[src/rtl/sram_arbiter_pkg.sv]
// -----------------------------------------------------------------------------
// sram_arbiter_pkg
// Shared types and constants for the two-port SRAM arbiter.
//   state_t  : arbiter FSM states (IDLE -> ACCESS -> DONE -> IDLE)
//   PORT_CPU : requester index of the CPU path
//   PORT_LDR : requester index of the program loader / debug reader
//   CNT_W    : width of the access-latency down-counter (RD_LATENCY <= 15)
// -----------------------------------------------------------------------------
package sram_arbiter_pkg;

  typedef enum logic [1:0] {
    IDLE   = 2'd0,
    ACCESS = 2'd1,
    DONE   = 2'd2
  } state_t;

  localparam logic PORT_CPU = 1'b0;
  localparam logic PORT_LDR = 1'b1;

  localparam int CNT_W = 4;

endpackage

[src/rtl/sram_arbiter_if.sv]
// -----------------------------------------------------------------------------
// sram_arbiter_if
// One memory-request bundle. Used for both requester ports (cpu, ldr) and for
// the physical SRAM pins.
//
// Handshake: the master raises mem_ena together with wr_ena/addr/wdata and
// keeps mem_ena high until it sees ready (a one-cycle pulse). Any mem_ena
// still high in the cycle after ready is a new request. For reads, rdata is
// valid in the ready cycle and holds until the port's next completed read.
//
// Signals:
//   mem_ena  request / SRAM enable
//   wr_ena   1 = write, 0 = read
//   addr     address
//   wdata    write data
//   rdata    read data
//   ready    one-cycle completion pulse (not used on the SRAM side)
//
// Modports:
//   master      : requester side (drives request, receives rdata/ready)
//   slave       : arbiter side of a requester port
//   sram_master : arbiter side of the SRAM pins (no ready from the SRAM)
// -----------------------------------------------------------------------------
interface sram_arbiter_if #(
  parameter int ADDR_W = 16,
  parameter int DATA_W = 16
);

  logic              mem_ena;
  logic              wr_ena;
  logic [ADDR_W-1:0] addr;
  logic [DATA_W-1:0] wdata;
  logic [DATA_W-1:0] rdata;
  logic              ready;

  modport master (
    output mem_ena, wr_ena, addr, wdata,
    input  rdata, ready
  );

  modport slave (
    input  mem_ena, wr_ena, addr, wdata,
    output rdata, ready
  );

  modport sram_master (
    output mem_ena, wr_ena, addr, wdata,
    input  rdata
  );

endinterface

[src/rtl/sram_arbiter_rr_pick2.sv]
// -----------------------------------------------------------------------------
// rr_pick2
// Combinational 2-way round-robin selector.
//   req_i[1:0] : request lines, indexed by PORT_CPU / PORT_LDR
//   last_i     : port that owned the previous transaction
//   valid_o    : at least one request present
//   winner_o   : selected port (only meaningful when valid_o = 1)
// On a tie the port that did not go last wins, so neither side starves.
// -----------------------------------------------------------------------------
module rr_pick2
  import sram_arbiter_pkg::*;
(
  input  logic [1:0] req_i,
  input  logic       last_i,
  output logic       valid_o,
  output logic       winner_o
);

  always_comb begin
    valid_o  = |req_i;
    winner_o = PORT_CPU;
    if (req_i[PORT_LDR] && req_i[PORT_CPU]) begin
      winner_o = ~last_i;
    end else if (req_i[PORT_LDR]) begin
      winner_o = PORT_LDR;
    end
  end

endmodule

[src/rtl/sram_arbiter.sv]
// -----------------------------------------------------------------------------
// sram_arbiter
// Shares one SRAM between the CPU path and the loader/debug reader. Each
// request is latched in IDLE, the SRAM is enabled for exactly RD_LATENCY
// cycles, then a DONE cycle returns read data with a one-cycle ready pulse.
// One access every RD_LATENCY+2 cycles.
//
// Ports:
//   clk, reset   system clock, synchronous active-high reset
//   cpu          requester port 0 (slave side)
//   ldr          requester port 1 (slave side)
//   sram         physical SRAM pins (master side)
//   busy_o       high while the FSM is not IDLE
//   grant_o      owner of the current or last transaction (0 cpu, 1 ldr)
//   dbg_state_o  current FSM state
// -----------------------------------------------------------------------------
module sram_arbiter
  import sram_arbiter_pkg::*;
#(
  parameter int ADDR_W     = 16,
  parameter int DATA_W     = 16,
  parameter int RD_LATENCY = 2
) (
  input  logic                     clk,
  input  logic                     reset,
  sram_arbiter_if.slave            cpu,
  sram_arbiter_if.slave            ldr,
  sram_arbiter_if.sram_master      sram,
  output logic                     busy_o,
  output logic                     grant_o,
  output state_t                   dbg_state_o
);

  // ACCESS lasts RD_LATENCY cycles: the counter is loaded with RD_LATENCY-1
  // and the state moves on when it is already 0.
  localparam logic [CNT_W-1:0] CNT_LOAD = CNT_W'(RD_LATENCY - 1);
  localparam logic [CNT_W-1:0] CNT_ONE  = CNT_W'(1);

  state_t            state_q, state_d;
  logic [CNT_W-1:0]  cnt_q, cnt_d;
  logic              grant_q, grant_d;
  logic              last_q, last_d;
  logic [ADDR_W-1:0] addr_q, addr_d;
  logic [DATA_W-1:0] wdata_q, wdata_d;
  logic              wr_q, wr_d;
  logic [DATA_W-1:0] cpu_rdata_q, cpu_rdata_d;
  logic [DATA_W-1:0] ldr_rdata_q, ldr_rdata_d;

  logic pick_valid;
  logic pick_winner;

  rr_pick2 u_pick (
    .req_i    ({ldr.mem_ena, cpu.mem_ena}),
    .last_i   (last_q),
    .valid_o  (pick_valid),
    .winner_o (pick_winner)
  );

  // State and data registers
  always_ff @(posedge clk) begin
    if (reset) begin
      state_q     <= IDLE;
      cnt_q       <= '0;
      grant_q     <= PORT_CPU;
      last_q      <= PORT_LDR;   // CPU wins the first tie after reset
      addr_q      <= '0;
      wdata_q     <= '0;
      wr_q        <= 1'b0;
      cpu_rdata_q <= '0;
      ldr_rdata_q <= '0;
    end else begin
      state_q     <= state_d;
      cnt_q       <= cnt_d;
      grant_q     <= grant_d;
      last_q      <= last_d;
      addr_q      <= addr_d;
      wdata_q     <= wdata_d;
      wr_q        <= wr_d;
      cpu_rdata_q <= cpu_rdata_d;
      ldr_rdata_q <= ldr_rdata_d;
    end
  end

  // Next-state logic
  always_comb begin
    state_d     = state_q;
    cnt_d       = cnt_q;
    grant_d     = grant_q;
    last_d      = last_q;
    addr_d      = addr_q;
    wdata_d     = wdata_q;
    wr_d        = wr_q;
    cpu_rdata_d = cpu_rdata_q;
    ldr_rdata_d = ldr_rdata_q;

    case (state_q)
      IDLE: begin
        if (pick_valid) begin
          grant_d = pick_winner;
          if (pick_winner == PORT_LDR) begin
            addr_d  = ldr.addr;
            wdata_d = ldr.wdata;
            wr_d    = ldr.wr_ena;
          end else begin
            addr_d  = cpu.addr;
            wdata_d = cpu.wdata;
            wr_d    = cpu.wr_ena;
          end
          cnt_d   = CNT_LOAD;
          state_d = ACCESS;
        end
      end

      ACCESS: begin
        if (cnt_q == '0) begin
          state_d = DONE;
          // Read data is captured on the edge that enters DONE, so it is
          // already visible in the ready cycle.
          if (!wr_q) begin
            if (grant_q == PORT_LDR) begin
              ldr_rdata_d = sram.rdata;
            end else begin
              cpu_rdata_d = sram.rdata;
            end
          end
        end else begin
          cnt_d = cnt_q - CNT_ONE;
        end
      end

      DONE: begin
        last_d  = grant_q;
        state_d = IDLE;
      end

      default: begin
        state_d = IDLE;
      end
    endcase
  end

  // SRAM pins come only from the latched registers, so requester changes
  // during a transaction never reach the SRAM. addr/wdata hold between
  // transactions instead of toggling.
  assign sram.mem_ena = (state_q == ACCESS);
  assign sram.wr_ena  = (state_q == ACCESS) && wr_q;
  assign sram.addr    = addr_q;
  assign sram.wdata   = wdata_q;

  assign cpu.rdata = cpu_rdata_q;
  assign ldr.rdata = ldr_rdata_q;
  assign cpu.ready = (state_q == DONE) && (grant_q == PORT_CPU);
  assign ldr.ready = (state_q == DONE) && (grant_q == PORT_LDR);

  assign busy_o      = (state_q != IDLE);
  assign grant_o     = grant_q;
  assign dbg_state_o = state_q;

endmodule
[src/flat_wrapper.sv]
// flat-port wrapper written by rule: the top's interface ports become plain ports
module sram_arbiter_flat import sram_arbiter_pkg::*;
#(
  parameter int ADDR_W     = 16,
  parameter int DATA_W     = 16,
  parameter int RD_LATENCY = 2
)
  (clk, reset, busy_o, grant_o, dbg_state_o, cpu_mem_ena, cpu_wr_ena, cpu_addr, cpu_wdata, cpu_rdata, cpu_ready, ldr_mem_ena, ldr_wr_ena, ldr_addr, ldr_wdata, ldr_rdata, ldr_ready, sram_mem_ena, sram_wr_ena, sram_addr, sram_wdata, sram_rdata);
  sram_arbiter_if #(.ADDR_W(ADDR_W), .DATA_W(DATA_W)) cpu_i ();
  sram_arbiter_if #(.ADDR_W(ADDR_W), .DATA_W(DATA_W)) ldr_i ();
  sram_arbiter_if #(.ADDR_W(ADDR_W), .DATA_W(DATA_W)) sram_i ();
  input  logic clk;
  input  logic reset;
  output logic busy_o;
  output logic grant_o;
  output state_t dbg_state_o;
  input wire logic [$bits(cpu_i.mem_ena)-1:0] cpu_mem_ena;
  input wire logic [$bits(cpu_i.wr_ena)-1:0] cpu_wr_ena;
  input wire logic [$bits(cpu_i.addr)-1:0] cpu_addr;
  input wire logic [$bits(cpu_i.wdata)-1:0] cpu_wdata;
  output wire logic [$bits(cpu_i.rdata)-1:0] cpu_rdata;
  output wire logic [$bits(cpu_i.ready)-1:0] cpu_ready;
  input wire logic [$bits(ldr_i.mem_ena)-1:0] ldr_mem_ena;
  input wire logic [$bits(ldr_i.wr_ena)-1:0] ldr_wr_ena;
  input wire logic [$bits(ldr_i.addr)-1:0] ldr_addr;
  input wire logic [$bits(ldr_i.wdata)-1:0] ldr_wdata;
  output wire logic [$bits(ldr_i.rdata)-1:0] ldr_rdata;
  output wire logic [$bits(ldr_i.ready)-1:0] ldr_ready;
  output wire logic [$bits(sram_i.mem_ena)-1:0] sram_mem_ena;
  output wire logic [$bits(sram_i.wr_ena)-1:0] sram_wr_ena;
  output wire logic [$bits(sram_i.addr)-1:0] sram_addr;
  output wire logic [$bits(sram_i.wdata)-1:0] sram_wdata;
  input wire logic [$bits(sram_i.rdata)-1:0] sram_rdata;
  assign cpu_i.mem_ena = cpu_mem_ena;
  assign cpu_i.wr_ena = cpu_wr_ena;
  assign cpu_i.addr = cpu_addr;
  assign cpu_i.wdata = cpu_wdata;
  assign cpu_rdata = cpu_i.rdata;
  assign cpu_ready = cpu_i.ready;
  assign ldr_i.mem_ena = ldr_mem_ena;
  assign ldr_i.wr_ena = ldr_wr_ena;
  assign ldr_i.addr = ldr_addr;
  assign ldr_i.wdata = ldr_wdata;
  assign ldr_rdata = ldr_i.rdata;
  assign ldr_ready = ldr_i.ready;
  assign sram_mem_ena = sram_i.mem_ena;
  assign sram_wr_ena = sram_i.wr_ena;
  assign sram_addr = sram_i.addr;
  assign sram_wdata = sram_i.wdata;
  assign sram_i.rdata = sram_rdata;
  sram_arbiter #(.ADDR_W(ADDR_W), .DATA_W(DATA_W), .RD_LATENCY(RD_LATENCY)) u_core (.clk(clk), .reset(reset), .cpu(cpu_i), .ldr(ldr_i), .sram(sram_i), .busy_o(busy_o), .grant_o(grant_o), .dbg_state_o(dbg_state_o));
endmodule
[config.mk]
export PLATFORM = sky130hd
export DESIGN_NAME = sram_arbiter_flat
export DESIGN_NICKNAME = d
export VERILOG_FILES = /design/src/rtl/sram_arbiter_pkg.sv /design/src/rtl/sram_arbiter_if.sv /design/src/rtl/sram_arbiter_rr_pick2.sv /design/src/rtl/sram_arbiter.sv /design/src/flat_wrapper.sv
export SDC_FILE = /design/constraint.sdc
export NUM_CORES = 1
export LEC_CHECK = 0
export CORE_UTILIZATION = 43
export DETAILED_ROUTE_END_ITERATION = 10
export PLACE_DENSITY = 0.94
export SKIP_LAST_GASP = 1
export SYNTH_ARGS = -nofsm -noshare
export SYNTH_HDL_FRONTEND = slang
export SYNTH_HIERARCHICAL = 1
export SYNTH_SLANG_ARGS = --single-unit
[constraint.sdc]
create_clock -name clk -period 2.91 [get_ports clk]
set_input_delay 0.582 -clock clk [delete_from_list [all_inputs] [get_ports clk]]
set_output_delay 0.582 -clock clk [all_outputs]
set_load 0.05 [all_outputs]
# Word level (Yosys, flattened, before mapping)
# Index checks and enable logic that the tools add are counted.
# totals
ff_bits	73
latch_bits	0
ramBits	0
romBits	0
inputBits	86
output_inout_bits	72
word_cells	43
mem_count	0
# op_classes
add_sub_neg	1
n_mul	0
div	0
n_lt_le_gt_ge	0
eq_ne	5
shift	0
n_mux	11
bitwise	3
n_reduce_logical	14
# op_table
cell	count
$mux 16	2
$mux 4	2
$pmux 4 s2	1
$reduce_and 4->1	2
$logic_and 1x1->1	4
$logic_not 4->1	1
$mux 2	2
$ne 2x1->1 const B	2
$pmux 2 s2	1
$reduce_and 2->1	2
$reduce_bool 2->1	2
$sub 4x1->4 const B	1
$mux 1	3
$not 1->1	3
$reduce_and 3->1	1
$eq 2x1->1 const B	1
$eq 2x2->1 const B	1
$logic_not 2->1	1
$ne 2x2->1 const B	1
$reduce_or 2->1	1

# Logic depth before layout (Yosys ltp)
# Gate-level depths: netlist (run 1).
# depth
depth_word	3
ltp_mapped	7
mapped_depth_nobuf	5

# By module
# Netlist (run 1), hierarchy kept.
# by_module_without_submodules
module	n_inst	cells_per_inst	area_each_um2	seq_area_each_um2
sram_arbiter	1	314	3161.8	1461.4
rr_pick2	1	2	13.8	0.0

# Least setup slack after synthesis (run 1)
# Ideal clock, no wire load.
# synth_path
path_type	flip-flop to output port
startpoint	register u_core.state_q[1], in the netlist u_core/dbg_state_o[1]
endpoint	output port sram_wr_ena
t_arrival_ns	1.862
required_ns	2.328
slack_ns	0.466
stages_incl_launch_ff	5
n_path_buf	1
cell_sequence	dfxtp_1 nand2b_1 clkbuf_1 inv_1 and2_1
# synth_via
elab_chain_cells	2
# synth_lines
element	line	text
from (decl)	sram_arbiter.sv:39	state_t state_q, state_d;
from (signal assigned)	sram_arbiter.sv:72	state_q <= state_d;
$eq 2x1->1	n/a	
named net sram_mem_ena	flat_wrapper.sv:29	output wire logic [$bits(sram_i.mem_ena)-1:0] sram_mem_ena;
$logic_and 1x1->1	sram_arbiter.sv:146	assign sram.wr_ena = (state_q == ACCESS) && wr_q;
to (decl)	flat_wrapper.sv:30	output wire logic [$bits(sram_i.wr_ena)-1:0] sram_wr_ena;
# The timed path passes the listed nets, and every way through them passes these cells.

# Worst setup path in the final report (run 1)
# layout_path
startpoint	register u_core.state_q[1], in the netlist u_core/dbg_state_o[1]
endpoint	output port sram_wr_ena
# layout_via
elab_chain_cells	2
# layout_lines
element	line
$eq 2x1->1	sram_arbiter.sv:146
$logic_and 1x1->1	sram_arbiter.sv:146
# No other way between the ends.

==> results of run 1 <==
-- flip-flops by register name, summed over array words and instances, names as in the netlist --
name / count
u_core/cpu.rdata: 16
u_core/ldr.rdata: 16
u_core/sram.addr: 16
u_core/sram.wdata: 16
u_core/cnt_q: 4
u_core/dbg_state_o: 2
u_core/grant_o: 1
u_core/last_q: 1
u_core/wr_q: 1
-- worst max-delay path: cells and delay by family, from the launching register on --
kind                   cells  cell delay, ns
buffers and inverters      2            0.84
flip-flops                 1            0.40
AND/OR/NAND/NOR            2            0.54
-- cell type report --
class	count	area, sq um	area share [%]
multi-input combinational	213	1590	31.3
clock buffer	10	138	2.71
timing repair buffer	161	1630	32.2
inverter	5	18.8	0.370
clock inverter	6	114	2.24
sequential	73	1460	28.8
tap	96	120	2.37
-- metal layers --
layer	wire length, microns	vias up	GRT usage, %	share of wire [%]
li1	-	1396	-	-
met1	3180	1256	24.1	38
met2	4220	126	39.2	51
met3	797	15	8.11	9.5
met4	156	0	11.0	1.9
met5	0	-	0	0
-- per-stage QoR --
step	instances	hold slack, ns	worst slack [ns]	util, %
2_1_floorplan	316	0.430	0.466	-
3_3_place_gp	548	0.458	0.622	69.5
3_5_place_dp	548	0.467	0.586	69.5
4_1_cts	564	0.484	0.198	73.1
5_1_grt	564	0.503	0.0659	73.1
6_report	564	0.482	0.217	73.1
-- power breakdown --
group	leakage, nW	internal, mW	switching, mW
sequential	0.599	1.09	0.0572
clock	0.119	0.596	0.374
combinational	1.25	0.396	0.579
total	1.97	2.09	1.01
-- logic make-up (layout without fill, tap and decap cells) --
kind of cell	Yosys count	count (layout)	synth area share, %
adder cells (fa/ha/maj)	2	2	0.788
multiplexers	66	66	20.8
buffers and inverters	30	182	4.45
AO/OA/AOI/OAI	43	43	9.89
flip-flops	73	73	46.0
AND/OR/NAND/NOR	102	102	18.0
-- placed cells by master (no fill, tap or decap), types with 2 or more instances in the layout --
cell type,synthesis,layout
ha_1,2,2
nor3_1,3,3
a211oi_1,35,35
or2_2,2,2
nor2_1,37,37
a21oi_1,3,3
nand2b_1,50,50
clkinvlp_4,0,2
clkbuf_8,0,10
mux2i_1,66,66
inv_1,5,5
bufinv_16,0,3
dfxtp_1,73,73
buf_12,1,3
o21ai_0,2,2
clkdlybuf4s50_1,0,156
-- worst paths after layout --
kind,slack (ns),to,start,depth (start not counted)
worst max-delay path,0.22,sram_wr_ena,u_core/dbg_state_o[1],4
worst max register to register,0.93,u_core/ldr.rdata[4],u_core/cnt_q[0],5
worst min register to register,0.48,u_core/ldr.rdata[13],u_core/ldr.rdata[13],2
worst min-delay path,0.48,u_core/ldr.rdata[13],u_core/ldr.rdata[13],2
==> results.md, run 1 <==
- Root Buffer: clkbuf_8
- I/O pins: 158
- DR vias/cell: 4.95
- Placed Area: ~4800 sq um
- CTS tree: done
- Die area: 7730 sq um
- DRC errors left: 0
- Design area: 5070 sq um
- Worst-path cell chain: nand2b_1 > inv_1 > and2_1 > clkdlybuf4s50_1
- Largest net degree at the start of global routing: 71
- Synth top cells by count: dfxtp_1 (73), mux2i_1 (66), nand2b_1 (50)
- CTS HTree Levels: 3
- Reg clk slew, reported paths: 0.08 ns
- Max_cap viols: 0
- Gr usage total: between 20% and 30%
- Hold_buf cts: 0
- Status: finished, final reports clean
- Crit path time final: 2.69 ns
- RSZ-0062 raised after global routing: no
- Initial DRC count: 76
- Register area share after synthesis: between 40% and 50%
- Share of layout cells above drive strength 1: 6.41%
- CP Max Fanout: 10
- First-pass iteration count of the detailed router: 4
- Core Box Area: 6940 sq um
- Overflow after GRT: 0
- Post-Syn Instances: 316
- Max Transition Viols Final: 0
- Initial antenna violation count: 0
- Largest area contributor in the netlist: dfxtp_1
- Post-CTS Setup Bufs: 0
- Die width: just under 90 microns
- Final TNS setup: 0 ns
- CTS Buffer Depth: 2
- VDD IR max: between 0.2 and 0.3 mV
- Top-count cell post-synth: dfxtp_1
- Die Ht: 87.9 microns
- Leak: 1.97 nW
- Worst EP arrival: 2.11 ns
- Syn Nets: around 400
- Worst Hold Class: flop to flop
- Avg Synthesized Cell Area: 10.0 sq um
- Post-DP HPWL: 6.13 mm
- Routed wire per std cell: around 15 microns
- EDFF count, synth: 0
- Ys async rst share: 0%
- Final Hold Viols: 0
- Nets: about 550
- DRT Wirelength: roughly 8.3 mm
- CP max-delay cell: clkdlybuf4s50_1
- Num rows: 30
- Least-Margin Pin Slew: between 0.6 and 0.7 ns
- CTS Sinks: 73
- Skew-Pair Late Insertion Delay: between 0.3 and 0.4 ns
- Cell Area, Synth: 3180 sq um
- Synth top area cells: dfxtp_1 (46%), mux2i_1 (21%), nand2b_1 (9.9%), a211oi_1 (8.3%), nor2_1 (4.4%)
- Worst EP required: 2.33 ns
- Max frequency: 371 MHz
- Number of port buffers: 157
- Num CTS Buffers: 9
- Tot Pwr: 3.09 mW
- FF+latch count, synth: 73
- Vias: between 2,000 and 3,000
- Ant. Diodes: 0
- Final setup violation count: 0
- Yosys warns: 6
- Setup Crit Path Kind: flop to output port
- Area Growth Syn to Fin: 59.8%
- Final Wtd Congestion: roughly 0.81
- Initial core utilization: 45.7%
- Clock skew after layout: between 0.008 and 0.009 ns
- Post-CTS sizing: 0
- Antenna Nets Post-Route: 0
- Critical path endpoint category: output port
- Final Cycle Share: 92.5%
- Startpoint types: flop
- Distinct cell type count after synthesis: 29
- Pwr Density: 610 nW/um^2
- Max_slew headroom: between 50% and 60%
- Vias in the first global route: between 2,000 and 3,000
- Filler cell count: 501
- Synth Flop Type: dfxtp_1
- First-pass GRT wire length: 13.2 mm
- Max incr delay on CP: ~0.7 ns
- Synth top area share: 46.0%
No activity file was read; power rests on OpenSTA's default activity.
==> run 2: changes to the inputs <==
- CTS_BUF_LIST: not set -> sky130_fd_sc_hd__clkbuf_4 sky130_fd_sc_hd__clkbuf_8 sky130_fd_sc_hd__clkbuf_16
==> results of run 2 <==
The final DEF is identical to that of run 1; final timing and power are the same.
